File: src/rtl/coin_stream_encoder_pkg.sv
// Shared types and constants for the coin stream encoder and the payment FSM.
package coin_stream_encoder_pkg;

    typedef enum logic [2:0] {
        IDLE,
        DRIVE,
        GAP,
        PAY,
        WAIT_FIM
    } state_t;

    // Coin values as seen on I by the payment FSM.
    localparam logic [4:0] COIN_10 = 5'd10;
    localparam logic [4:0] COIN_20 = 5'd20;

endpackage

File: src/rtl/edge_sync.sv
// Two-flop synchronizer for an asynchronous level, plus a one-cycle rising-edge pulse.
module edge_sync (
    input  logic clock,
    input  logic reset,
    input  logic raw,
    output logic pulse
);

    logic sync1;
    logic sync2;
    logic prev;

    // Synchronize the raw level and keep the previous synchronized value.
    always_ff @(posedge clock) begin
        if (!reset) begin
            sync1 <= 1'b0;
            sync2 <= 1'b0;
            prev  <= 1'b0;
        end else begin
            sync1 <= raw;
            sync2 <= sync1;
            prev  <= sync2;
        end
    end

    // A held level yields exactly one pulse.
    assign pulse = sync2 & ~prev;

endmodule

File: src/rtl/coin_stream_encoder.sv
// Turns front-panel coin/pay levels into the I/PG stream for the payment FSM.
module coin_stream_encoder
    import coin_stream_encoder_pkg::*;
#(
    parameter int unsigned VAL_W       = 5,
    parameter int unsigned FIFO_DEPTH  = 4,
    parameter int unsigned GAP_CYCLES  = 1,
    parameter int unsigned FIM_TIMEOUT = 255
) (
    input  logic             clock,
    input  logic             reset,
    input  logic             coin10_in,
    input  logic             coin20_in,
    input  logic             pay_in,
    input  logic             fim,
    output logic [VAL_W-1:0] I,
    output logic             PG,
    output logic             busy,
    output logic             overflow,
    output logic             timeout
);

    localparam int unsigned PW = $clog2(FIFO_DEPTH);
    localparam int unsigned GW = $clog2(GAP_CYCLES + 1);
    localparam int unsigned TW = $clog2(FIM_TIMEOUT + 1);

    localparam logic [VAL_W-1:0] V10      = VAL_W'(COIN_10);
    localparam logic [VAL_W-1:0] V20      = VAL_W'(COIN_20);
    localparam logic [PW:0]      PTR_ONE  = (PW + 1)'(1);
    localparam logic [GW-1:0]    GAP_ONE  = GW'(1);
    localparam logic [GW-1:0]    GAP_LAST = GW'(GAP_CYCLES);
    localparam logic [TW-1:0]    TMO_ONE  = TW'(1);
    // Counter is loaded with 1 for the PG cycle, so expiry lands FIM_TIMEOUT cycles after PG.
    localparam logic [TW-1:0]    TMO_LAST = TW'(FIM_TIMEOUT - 1);

    logic             e10;
    logic             e20;
    logic             epay;

    logic [VAL_W-1:0] mem [FIFO_DEPTH];
    logic [PW:0]      wptr;
    logic [PW:0]      rptr;
    logic             skid_valid;
    logic             pay_pending;

    logic             empty;
    logic             full;
    logic             pop;
    logic             wr_req;
    logic             wr_en;
    logic [VAL_W-1:0] wr_val;
    logic             drop;
    logic             pay_start;

    state_t           state;
    logic [GW-1:0]    gap_cnt;
    logic [TW-1:0]    tmo_cnt;

    edge_sync u_sync10 (.clock(clock), .reset(reset), .raw(coin10_in), .pulse(e10));
    edge_sync u_sync20 (.clock(clock), .reset(reset), .raw(coin20_in), .pulse(e20));
    edge_sync u_syncpay (.clock(clock), .reset(reset), .raw(pay_in), .pulse(epay));

    assign empty = (wptr == rptr);
    assign full  = (wptr[PW] != rptr[PW]) && (wptr[PW-1:0] == rptr[PW-1:0]);
    assign pop   = (state == IDLE) && !empty;
    // Any coin still in flight (FIFO, skid or a write this cycle) goes out before PG.
    assign pay_start = (state == IDLE) && empty && pay_pending && !skid_valid && !wr_req;
    assign busy  = (state != IDLE) || !empty || skid_valid || pay_pending;

    // Pick this cycle's FIFO write: skid first, then 10, then 20; flag any dropped coin.
    always_comb begin
        wr_req = 1'b0;
        wr_val = V10;
        drop   = 1'b0;
        if (skid_valid) begin
            wr_req = 1'b1;
            wr_val = V20;
            drop   = e10 | e20;
        end else if (e10) begin
            wr_req = 1'b1;
            wr_val = V10;
        end else if (e20) begin
            wr_req = 1'b1;
            wr_val = V20;
        end
        // A pop in the same cycle frees a slot on a full FIFO.
        wr_en = wr_req && (!full || pop);
        if (wr_req && !wr_en) begin
            drop = 1'b1;
        end
    end

    // Queue pointers, skid, sticky pay request and overflow pulse.
    always_ff @(posedge clock) begin
        if (!reset) begin
            wptr        <= '0;
            rptr        <= '0;
            skid_valid  <= 1'b0;
            pay_pending <= 1'b0;
            overflow    <= 1'b0;
        end else begin
            if (wr_en) begin
                wptr <= wptr + PTR_ONE;
            end
            if (pop) begin
                rptr <= rptr + PTR_ONE;
            end
            // Simultaneous edges park the 20 for one cycle; a busy skid cannot take another.
            skid_valid <= !skid_valid && e10 && e20;
            if (pay_start) begin
                pay_pending <= 1'b0;
            end else if (epay) begin
                pay_pending <= 1'b1;
            end
            overflow <= drop;
        end
    end

    // FIFO storage; contents are only meaningful between the pointers.
    always_ff @(posedge clock) begin
        if (wr_en) begin
            mem[wptr[PW-1:0]] <= wr_val;
        end
    end

    // Transmit FSM with registered I, PG and timeout.
    always_ff @(posedge clock) begin
        if (!reset) begin
            state   <= IDLE;
            I       <= '0;
            PG      <= 1'b0;
            timeout <= 1'b0;
            gap_cnt <= '0;
            tmo_cnt <= '0;
        end else begin
            PG      <= 1'b0;
            timeout <= 1'b0;
            unique case (state)
                IDLE: begin
                    if (pop) begin
                        I     <= mem[rptr[PW-1:0]];
                        state <= DRIVE;
                    end else if (pay_start) begin
                        I     <= '0;
                        PG    <= 1'b1;
                        state <= PAY;
                    end else begin
                        I <= '0;
                    end
                end
                DRIVE: begin
                    I       <= '0;
                    gap_cnt <= GAP_ONE;
                    state   <= GAP;
                end
                GAP: begin
                    if (gap_cnt >= GAP_LAST) begin
                        state <= IDLE;
                    end else begin
                        gap_cnt <= gap_cnt + GAP_ONE;
                    end
                end
                PAY: begin
                    tmo_cnt <= TMO_ONE;
                    state   <= WAIT_FIM;
                end
                WAIT_FIM: begin
                    // fim wins over a same-cycle expiry.
                    if (fim) begin
                        state <= IDLE;
                    end else if (tmo_cnt >= TMO_LAST) begin
                        timeout <= 1'b1;
                        state   <= IDLE;
                    end else begin
                        tmo_cnt <= tmo_cnt + TMO_ONE;
                    end
                end
                default: begin
                    state <= IDLE;
                end
            endcase
        end
    end

endmodule

File: config.mk
export PLATFORM = sky130hd
export DESIGN_NAME = coin_stream_encoder
export DESIGN_NICKNAME = d
export VERILOG_FILES = /design/src/rtl/coin_stream_encoder_pkg.sv /design/src/rtl/edge_sync.sv /design/src/rtl/coin_stream_encoder.sv
export SDC_FILE = /design/constraint.sdc
export NUM_CORES = 1
export LEC_CHECK = 0
export ABC_AREA = 1
export CORE_UTILIZATION = 50
export DETAILED_ROUTE_END_ITERATION = 12
export GPL_TIMING_DRIVEN = 0
export PLACE_DENSITY = 0.79
export SYNTH_ARGS = -nofsm -noshare
export SYNTH_HDL_FRONTEND = slang
export SYNTH_SLANG_ARGS = --single-unit
File: constraint.sdc
create_clock -name clock -period 3.4 [get_ports clock]
set_input_delay 0.68 -clock clock [delete_from_list [all_inputs] [get_ports clock]]
set_output_delay 0.68 -clock clock [all_outputs]
set_load 0.02 [all_outputs]
Word level (Yosys, flattened, before mapping):

Memory sizes are Yosys's and may differ from the RTL's. A register that Yosys moved wholly into a read port is not among the register bits.
Index checks and enable logic that the tools add are counted.

* add/subtract/negate cells: 4
* order comparisons: 2
* equal/unequal tests: 13
* multiplexer cells: 27
* bitwise gates (word level): 10
* reduce and logical (&&, ||, !) cells: 30

Operators with widths (count)
* 5-bit two-way mux: 4
* 8-bit two-way mux: 2
* 8-bit one-hot mux with 2 select lines: 1
* 3-bit two-way mux: 5
* 3-bit one-hot mux with 5 select lines: 1
* 1-bit logical AND: 10
* 1-bit two-way mux: 10
* 5-bit one-hot mux with 2 select lines: 1
* 8-bit by 1-bit adder with 8-bit output (second input constant): 1
* 8-bit >= comparator (second input constant): 1
* 2-bit != test (second input constant): 4
* 3-bit by 1-bit adder with 3-bit output (second input constant): 2
* 3-bit by 2-bit == test with 1-bit output (second input constant): 2
* 3-bit != test (second input constant): 2
* 1-bit NOT: 6
* 3-bit AND reduction: 2
* 2-bit nonzero test: 3
* 3-bit OR reduction: 2
* 1-bit zero test: 5
* 1-bit logical OR: 4
* 2-bit two-way mux: 2
* 1-bit AND: 3
* 3-bit by 1-bit == test with 1-bit output (second input constant): 1
* 3-bit == test: 1
* 11 further kinds: 11

* flip-flop bits (word level): 37
* bits in writable memories: 20
* input port bits: 6
* output and inout port bits: 9
* logic and storage cells: 107
* memories: 1

Memories
* mem: words 4, width 5, read ports 1, clocked after Yosys merged registers in 1, write ports 1, RTL line coin_stream_encoder.sv:40 `logic [VAL_W-1:0] mem [FIFO_DEPTH];`

Longest topological paths before layout:

* depth after elaboration: 10
* mapped depth: 9
* mapped depth without buffers: 9

Hierarchy:

Synthesis repeated with hierarchy kept, for this count alone.

* cells, all modules: 259
* area total of the unflattened synthesis: 1994.4 um^2

Modules (own cells, without submodules)
* coin_stream_encoder: instances 1, cells an instance 226, area each 1716.6 um^2, sequential area each 780.7 um^2
* edge_sync: instances 3, cells an instance 11, area each 92.6 um^2, sequential area each 60.1 um^2

Worst setup path after synthesis:

OpenSTA, ideal clock, no wires.

* kind: reg-to-output
* start: register wptr[1]
* end: output busy
* arrival time: 1227 ps
* slack: 1493 ps
* stages on the path, launching flop included: 7
* path through: dfxtp_1 inv_1 nand2_1 nand2_1 nor2_2 nand3_1 or3_1

* word-level cells in the longest chain between the ends: 5

Ends and longest elaborated chain
* start, declared: RTL line coin_stream_encoder.sv:41 `logic [PW:0] wptr;`
* start signal, assigned: RTL line coin_stream_encoder.sv:103 `wptr <= wptr + PTR_ONE;`
* 3-bit == test: RTL line coin_stream_encoder.sv:63 `assign empty = (wptr == rptr);`
* 1-bit zero test: RTL line coin_stream_encoder.sv:68 `assign busy = (state != IDLE) || !empty || skid_valid || pay_pending;`
* 1-bit logical OR (3 in series): RTL line coin_stream_encoder.sv:68
* end, declared: RTL line coin_stream_encoder.sv:18 `output logic busy,`

No other way between the ends.

Final worst setup path:

* start: register wptr[0]
* end: output busy

The elaborated chain is that of the path after synthesis.

==> impl_metrics.env <==
export IMPL_avgSynthCellArea_sq_um=7.98
export IMPL_r2r_end="mem[1][2]$_DFFE_PP_"
export IMPL_drt_vias_per_instance=4.97
export IMPL_row_count=22
export IMPL_r2r_slack_ns=1.89
export IMPL_slew_viol_final=0
export IMPL_synthArstFlopShare_pct=0
export IMPL_worst_pin_slew_ns=0.517
export IMPL_wl_per_cell_microns=11.0
export IMPL_grt_pass1_wl_microns=6230
export IMPL_initial_utilization_pct=53.3
export IMPL_dr_total_vias=1580
export IMPL_cp_endpoint="busy"
export IMPL_cts_root_buf="clkbuf_8"
export IMPL_dr_pass1_iters=4
export IMPL_ctsLongestPathBuffers=2
export IMPL_ys_warn_count=0
export IMPL_grt_pass1_vias=1441
export IMPL_synth_largest_area_cell="dfxtp_1"
export IMPL_yosysTopAreaCellShare_pct=36.1
export IMPL_critPathArrivalTime_ns=2.17
export IMPL_synth_edf_count=8
export IMPL_die_area_sq_um=4250
export IMPL_nets=282
export IMPL_grt_use_total_pct=19.7
export IMPL_layout_cells_non_filler=318
export IMPL_hpwl_microns=2520
export IMPL_ant_nets=0
export IMPL_min_period_ns=2.85
export IMPL_routed_wirelength_microns=3490
export IMPL_setup_viol=0
export IMPL_h_tree_depth=2
export IMPL_clkSlewWorstSetupHoldPaths_ns=0.08
export IMPL_overflow=0
export IMPL_antenna_cells=0
export IMPL_netlist_top_cells_area="dfxtp_1, edfxtp_1, nand2_1"
export IMPL_holdBufCountCts=0
export IMPL_cts_tree="built"
export IMPL_ctsResizeCount=0
export IMPL_worstSetupStartpointType="flip-flop"
export IMPL_antenna_found_initial=0
export IMPL_crit_type="reg -> out"
export IMPL_max_cap_viol_count=0
export IMPL_cts_setup_buffers=0
export IMPL_clk_latency_ns=0.30
export IMPL_maxSlewHeadroom_pct=65.5
export IMPL_syn_inst=250
export IMPL_yosysSeqAreaShare_pct=48.2
export IMPL_power_density_nw_per_um2=596
export IMPL_required_ns=2.72
export IMPL_fp_dieW_microns=65.2
export IMPL_ir_drop_v=0.000370
export IMPL_power_leakage_nw=0.973
export IMPL_fin_crit_sh_pct=83.9
export IMPL_slowest_delay_ns=0.55
export IMPL_clock_sinks=44
export IMPL_yosys_most_used_dff="dfxtp_1"
export IMPL_core_sq_um=3740
export IMPL_worst_path_max_fanout=5
export IMPL_drive_gt1_share_pct=8.89
export IMPL_cts_buffers=5
export IMPL_gp_congestion=0.852
export IMPL_status="completed"
export IMPL_numPortBuffers=12
export IMPL_cpMostUsedCell="nand2_1"
export IMPL_dp_cells=310
export IMPL_syn_nets=263
export IMPL_drc_errors=0
export IMPL_fp_dieH_microns=65.2
export IMPL_r2r_start="state[1]$_SDFFE_PN0P_"
export IMPL_syn_area_sq_um=1990
export IMPL_area_growth_synth_to_final_pct=13.2
export IMPL_crit_slowest_cell="clkdlybuf4s50_1"
export IMPL_rsz0062_at_grt="false"
export IMPL_drt_initial_drc_count=158
export IMPL_design_portCount=15
export IMPL_critPathLaunch="wptr[0]$_SDFFE_PN0N_"
export IMPL_fmaxAchievable_mhz=351
export IMPL_worstPathCellList="inv_1 > nand2_1 > nand2_1 > nor2_2 > nand3_1 > or3_1 > clkdlybuf4s50_1"
export IMPL_hold_viol=0
export IMPL_synth_distinct_cells=34
export IMPL_grt_max_degree=14
export IMPL_r2r_cells=5
export IMPL_endpoint_kind="output pin"
export IMPL_hold_path_class="reg -> reg"
export IMPL_ys_ff_latch=44
export IMPL_fin_skew_ns=0.00782
export IMPL_finalSetupTns_ns=0
synthesized netlist by cell type, types with 2 or more instances:
| library cell | count |
|---|---|
| a21oi_1 | 18 |
| buf_4 | 3 |
| clkinv_1 | 2 |
| dfxtp_1 | 36 |
| edfxtp_1 | 8 |
| ha_1 | 7 |
| inv_1 | 33 |
| nand2_1 | 48 |
| nand2_2 | 3 |
| nand3_1 | 18 |
| nand4_1 | 7 |
| nor2_1 | 27 |
| nor2_2 | 3 |
| nor3_1 | 2 |
| o21ai_0 | 11 |
| o21bai_1 | 2 |
| xor2_1 | 5 |
per-stage QoR:
step | utilization [%] | cell area (sq um) | power (mW) | hold slack [ns] | setup WS, ns
global route | 60.3 | 2260 | 1.44 | 0.429 | 0.383
floorplan | - | 1990 | 0.930 | 0.390 | 1.49
finish | 60.3 | 2260 | 1.35 | 0.427 | 0.548
global placement | 58.1 | 2170 | 1.03 | 0.393 | 0.910
detailed placement | 58.1 | 2170 | 1.04 | 0.406 | 0.873
CTS | 60.3 | 2260 | 1.36 | 0.426 | 0.526
cell type report:
type	instances	area, sq um
Clock buffer	5	68.8
Tap cell	48	60.1
Timing Repair Buffer	12	120
Buffer	7	46.3
Sequential cell	44	961
Fill cell	354	1490
Clock inverter	3	13.8
Inverter	36	135
Multi-Input combinational cell	163	852
state kept, by name, summed over array words and instances, names as in the netlist, named ones only:
register         count
skid_valid           1
pay_pending          1
overflow             1
u_sync10.sync1       1
u_syncpay.sync2      1
u_syncpay.prev       1
timeout              1
rptr                 3
wptr                 3
u_sync20.sync2       1
mem                  8
u_sync20.sync1       1
tmo_cnt              8
PG                   1
u_sync10.prev        1
I                    2
u_sync20.prev        1
state                3
u_syncpay.sync1      1
gap_cnt              1
u_sync10.sync2       1
critical path, delay by kind of cell, from the launching register on:
kind          cells  cell delay (ns)
simple gates      5             0.81
flops             1             0.39
buf+inv           2             0.68
cells by family (layout without fill, tap and decap cells):
family / after synthesis / in the layout / share of synthesized area, %
simple gates: 114 / 114 / 26.0
flops: 44 / 44 / 48.2
buf+inv: 43 / 63 / 9.10
compound gates: 35 / 35 / 9.47
fa+ha+maj: 7 / 7 / 4.39
xor+xnor: 6 / 6 / 2.63
other cells: 1 / 1 / 0.188
placed cells by master, fill, tap and decap left out, types with 2 or more instances in the layout:
cell type	synthesis	final
nand3_1	18	18
buf_4	3	3
nor2_1	27	27
a21oi_1	18	18
edfxtp_1	8	8
o21bai_1	2	2
inv_1	33	33
ha_1	7	7
o21ai_0	11	11
dfxtp_1	36	36
nand4_1	7	7
clkinv_1	2	3
nand2_2	3	3
xor2_1	5	5
nor3_1	2	2
clkdlybuf4s50_1	0	12
clkbuf_8	0	5
nor2_2	3	3
nand2_1	48	48
clkinv_2	0	2
per-layer routing:
layer | vias up | routed length (microns) | global-route usage [%] | part of all wire (%)
li1 | 837 | - | - | -
met1 | 697 | 1670 | 24.8 | 48
met2 | 38 | 1580 | 32.2 | 45
met3 | 8 | 161 | 3.65 | 4.6
met4 | 0 | 84 | 10.6 | 2.4
met5 | - | 0 | 0 | 0
power by group:
part / leakage [nW] / switching (mW) / internal [mW] / total, mW
Combinational: 0.562 / 0.229 / 0.153 / 0.382
Sequential: 0.365 / 0.0613 / 0.589 / 0.650
Clock: 0.0453 / 0.174 / 0.139 / 0.314
worst min-delay path by stage:
stage                                       to                        from  cells after the start  slack [ns]
floorplan            u_sync10.sync2$_SDFF_PN0_   u_sync10.sync1$_SDFF_PN0_                      2        0.39
global placement     u_sync10.sync2$_SDFF_PN0_   u_sync10.sync1$_SDFF_PN0_                      2        0.39
detailed placement   u_sync20.sync2$_SDFF_PN0_   u_sync20.sync1$_SDFF_PN0_                      2        0.41
CTS                  u_sync20.sync2$_SDFF_PN0_   u_sync20.sync1$_SDFF_PN0_                      2        0.43
global route         u_sync20.sync2$_SDFF_PN0_   u_sync20.sync1$_SDFF_PN0_                      2        0.43
finish              u_syncpay.sync2$_SDFF_PN0_  u_syncpay.sync1$_SDFF_PN0_                      2        0.43
(Power assumes the default switching activity.)
==> edit, RTL diff (config.mk and constraints unchanged) <==
Reset style: asynchronous (`reset`), changed in 3 clocked blocks.
--- a/src/rtl/edge_sync.sv
+++ b/src/rtl/edge_sync.sv
@@ -12,5 +12,5 @@
 
     // Synchronize the raw level and keep the previous synchronized value.
-    always_ff @(posedge clock) begin
+    always_ff @(posedge clock or negedge reset) begin
         if (!reset) begin
             sync1 <= 1'b0;
--- a/src/rtl/coin_stream_encoder.sv
+++ b/src/rtl/coin_stream_encoder.sv
@@ -92,5 +92,5 @@
 
     // Queue pointers, skid, sticky pay request and overflow pulse.
-    always_ff @(posedge clock) begin
+    always_ff @(posedge clock or negedge reset) begin
         if (!reset) begin
             wptr        <= '0;
@@ -125,5 +125,5 @@
 
     // Transmit FSM with registered I, PG and timeout.
-    always_ff @(posedge clock) begin
+    always_ff @(posedge clock or negedge reset) begin
         if (!reset) begin
             state   <= IDLE;
Check against the original RTL: differs if reset is asserted again (counterexample within 4 cycles, from zero or initial values and one cycle with reset low); with reset held inactive, the same outputs for 10 cycles.
==> edit against the original RTL <==
Synthesized cell count shrank 12%. Design area is 5.7% higher. Global-route usage decreased by 2.7 points. Synthesized area up 4.9%. Die area is 4.8% higher. Routed wire length down 4.4%. Setup slack improved by 220 ps. Sequential cell count fell by 2. Highest routed layer unchanged.
Power is not compared: it rests on default switching activity, and its combinational part moved more than twofold at a synthesized area within 25%.
==> edit: results (changes against the original RTL) <==
[run_status]
status=finished, final reports clean

[global_routing]
grt_use_met3=0.0514  ; +0.0149
grt_pass1_wl_um=5560  ; -11%
grt_pass1_vias=1279  ; -11%
gr-usage-all-layers=0.171  ; -0.0266
grt.met2_usage=0.278  ; -0.0438
grt_max_degree=35  ; +21
grtUsageMet1=0.214  ; -0.0331

[yosys]
synthArstFlopShare=0.810  ; +0.810
synth-compound-area-share=0.0467  ; -0.0481
synthXorXnorAreaFrac=0.0245  ; -0.00183
syn_inst=220  ; -12%
synth_adder_area_share=0.0419  ; -0.00205
synth.top_cells.by_count=nand2_1, dfrtp_1, inv_1, nor2_1, nand3_1
yosysUniqueCellTypes=31  ; -8.8%
synth-seq-area-share=0.522  ; +0.0397
ys.flop_type=dfrtp_1
synth_top_area_frac=0.407  ; +0.0453
yosysWarnings=0  ; unchanged
synth_area_leaders=dfrtp_1, edfxtp_1, nand2_1, inv_1, ha_1
synth_nets=233  ; -11%

[placed_design]
dp_cells=283  ; -8.7%
dpl_cell_area_um2=2280  ; +4.8%
pre_cts_ws_ps=1060  ; +187 ps
io_buffer_count=13  ; +1
gp_congestion=0.836  ; -1.9%
dp_hpwl_um=2370  ; -5.8%

[timing]
fin_worst_skew_ps=10.1  ; +2.30 ps
tightest_slew_ps=736  ; +219 ps
max_freq_ghz=0.379  ; +8.2%

[worst_setup_path]
r2r-start=tmo_cnt[0]
arrival_ps=1960  ; -210 ps
critical_path.startpoint=rptr[0]
cp_slowest_stage_delay_ps=530  ; -20 ps
r2r_cells=9  ; +4
cp_max_fo=7  ; +2
cp_top_family=buffers and inverters
r2r-end=tmo_cnt[5]

[cts]
clk-insertion-delay-late_ps=290
path_clk_slew_ps=70
cts_max_path_buffers=2  ; unchanged
cts_root_buffer=clkbuf_8

[final_layout]
drive_gt1_frac=0.183  ; +0.0937
nets=253  ; -10%

[drt]
routedWlPerCell_um=11.5  ; +4.5%
first_iter_violations=73  ; -54%
vias=1462  ; -7.5%
routed_wl_um=3340  ; -4.4%
drtAntennaViolNets=0  ; unchanged

[power_and_ir_drop]
p_leak_nw=1.15
internal_power_mw=1.13

## edit: worst min-delay path by stage
stage | from | to | slack (ps) | depth (start not counted)
after floorplan | u_sync10.sync1 | u_sync10.sync2 | 330 | 0
after global placement | u_syncpay.sync1 | u_syncpay.sync2 | 330 | 0
after detailed placement | u_sync10.sync1 | u_sync10.sync2 | 340 | 0
after CTS | u_sync10.sync1 | u_sync10.sync2 | 360 | 0
after global routing | u_syncpay.sync1 | u_syncpay.sync2 | 360 | 0
final | u_sync10.sync1 | u_sync10.sync2 | 350 | 0
## edit: logic make-up after synthesis
family / Yosys count
xor gates and xnor gates: 5
buffers and inverters: 36
DFF: 42
and+or+nand+nor: 112
adders and majority gates: 7
AOI/OAI and AO/OA: 17
other: 1
## edit: metal layers
layer | share of wire | wire length, um
met1 | 0.48 | 1590
met2 | 0.48 | 1600
met3 | 0.035 | 117
met4 | 0.0075 | 25
met5 | 0 | 0
## edit: layout make-up
cell class                      count  area (um2)
Sequential cell                    42        1090
Multi-Input combinational cell    142         855
Buffer                              3        22.5
Clock buffer                        7        76.3
Fill cell                         340        1610
Clock inverter                      1        30.0
Timing Repair Buffer               13         125
Inverter                           33         124
Tap cell                           50        62.6
## edit: power groups by stage
stage | combinational, mW | clock (mW) | sequential, mW
detailed placement | 0.783 | 0 | 0.739
finish | 0.780 | 0.382 | 0.730
CTS | 0.788 | 0.393 | 0.729
floorplan | 0.604 | 0 | 0.734
global placement | 0.765 | 0 | 0.737
global route | 0.873 | 0.415 | 0.745
## edit: worst register-to-register path: stages (launching register included)
cell     delay [ps]
dfrtp_1         410
inv_1           150
ha_1            170
nor2_1           40
nor2_1           80
nand2_1         130
nand2_4         160
nand2_4         110
nand4_1         100
nand2_1          60
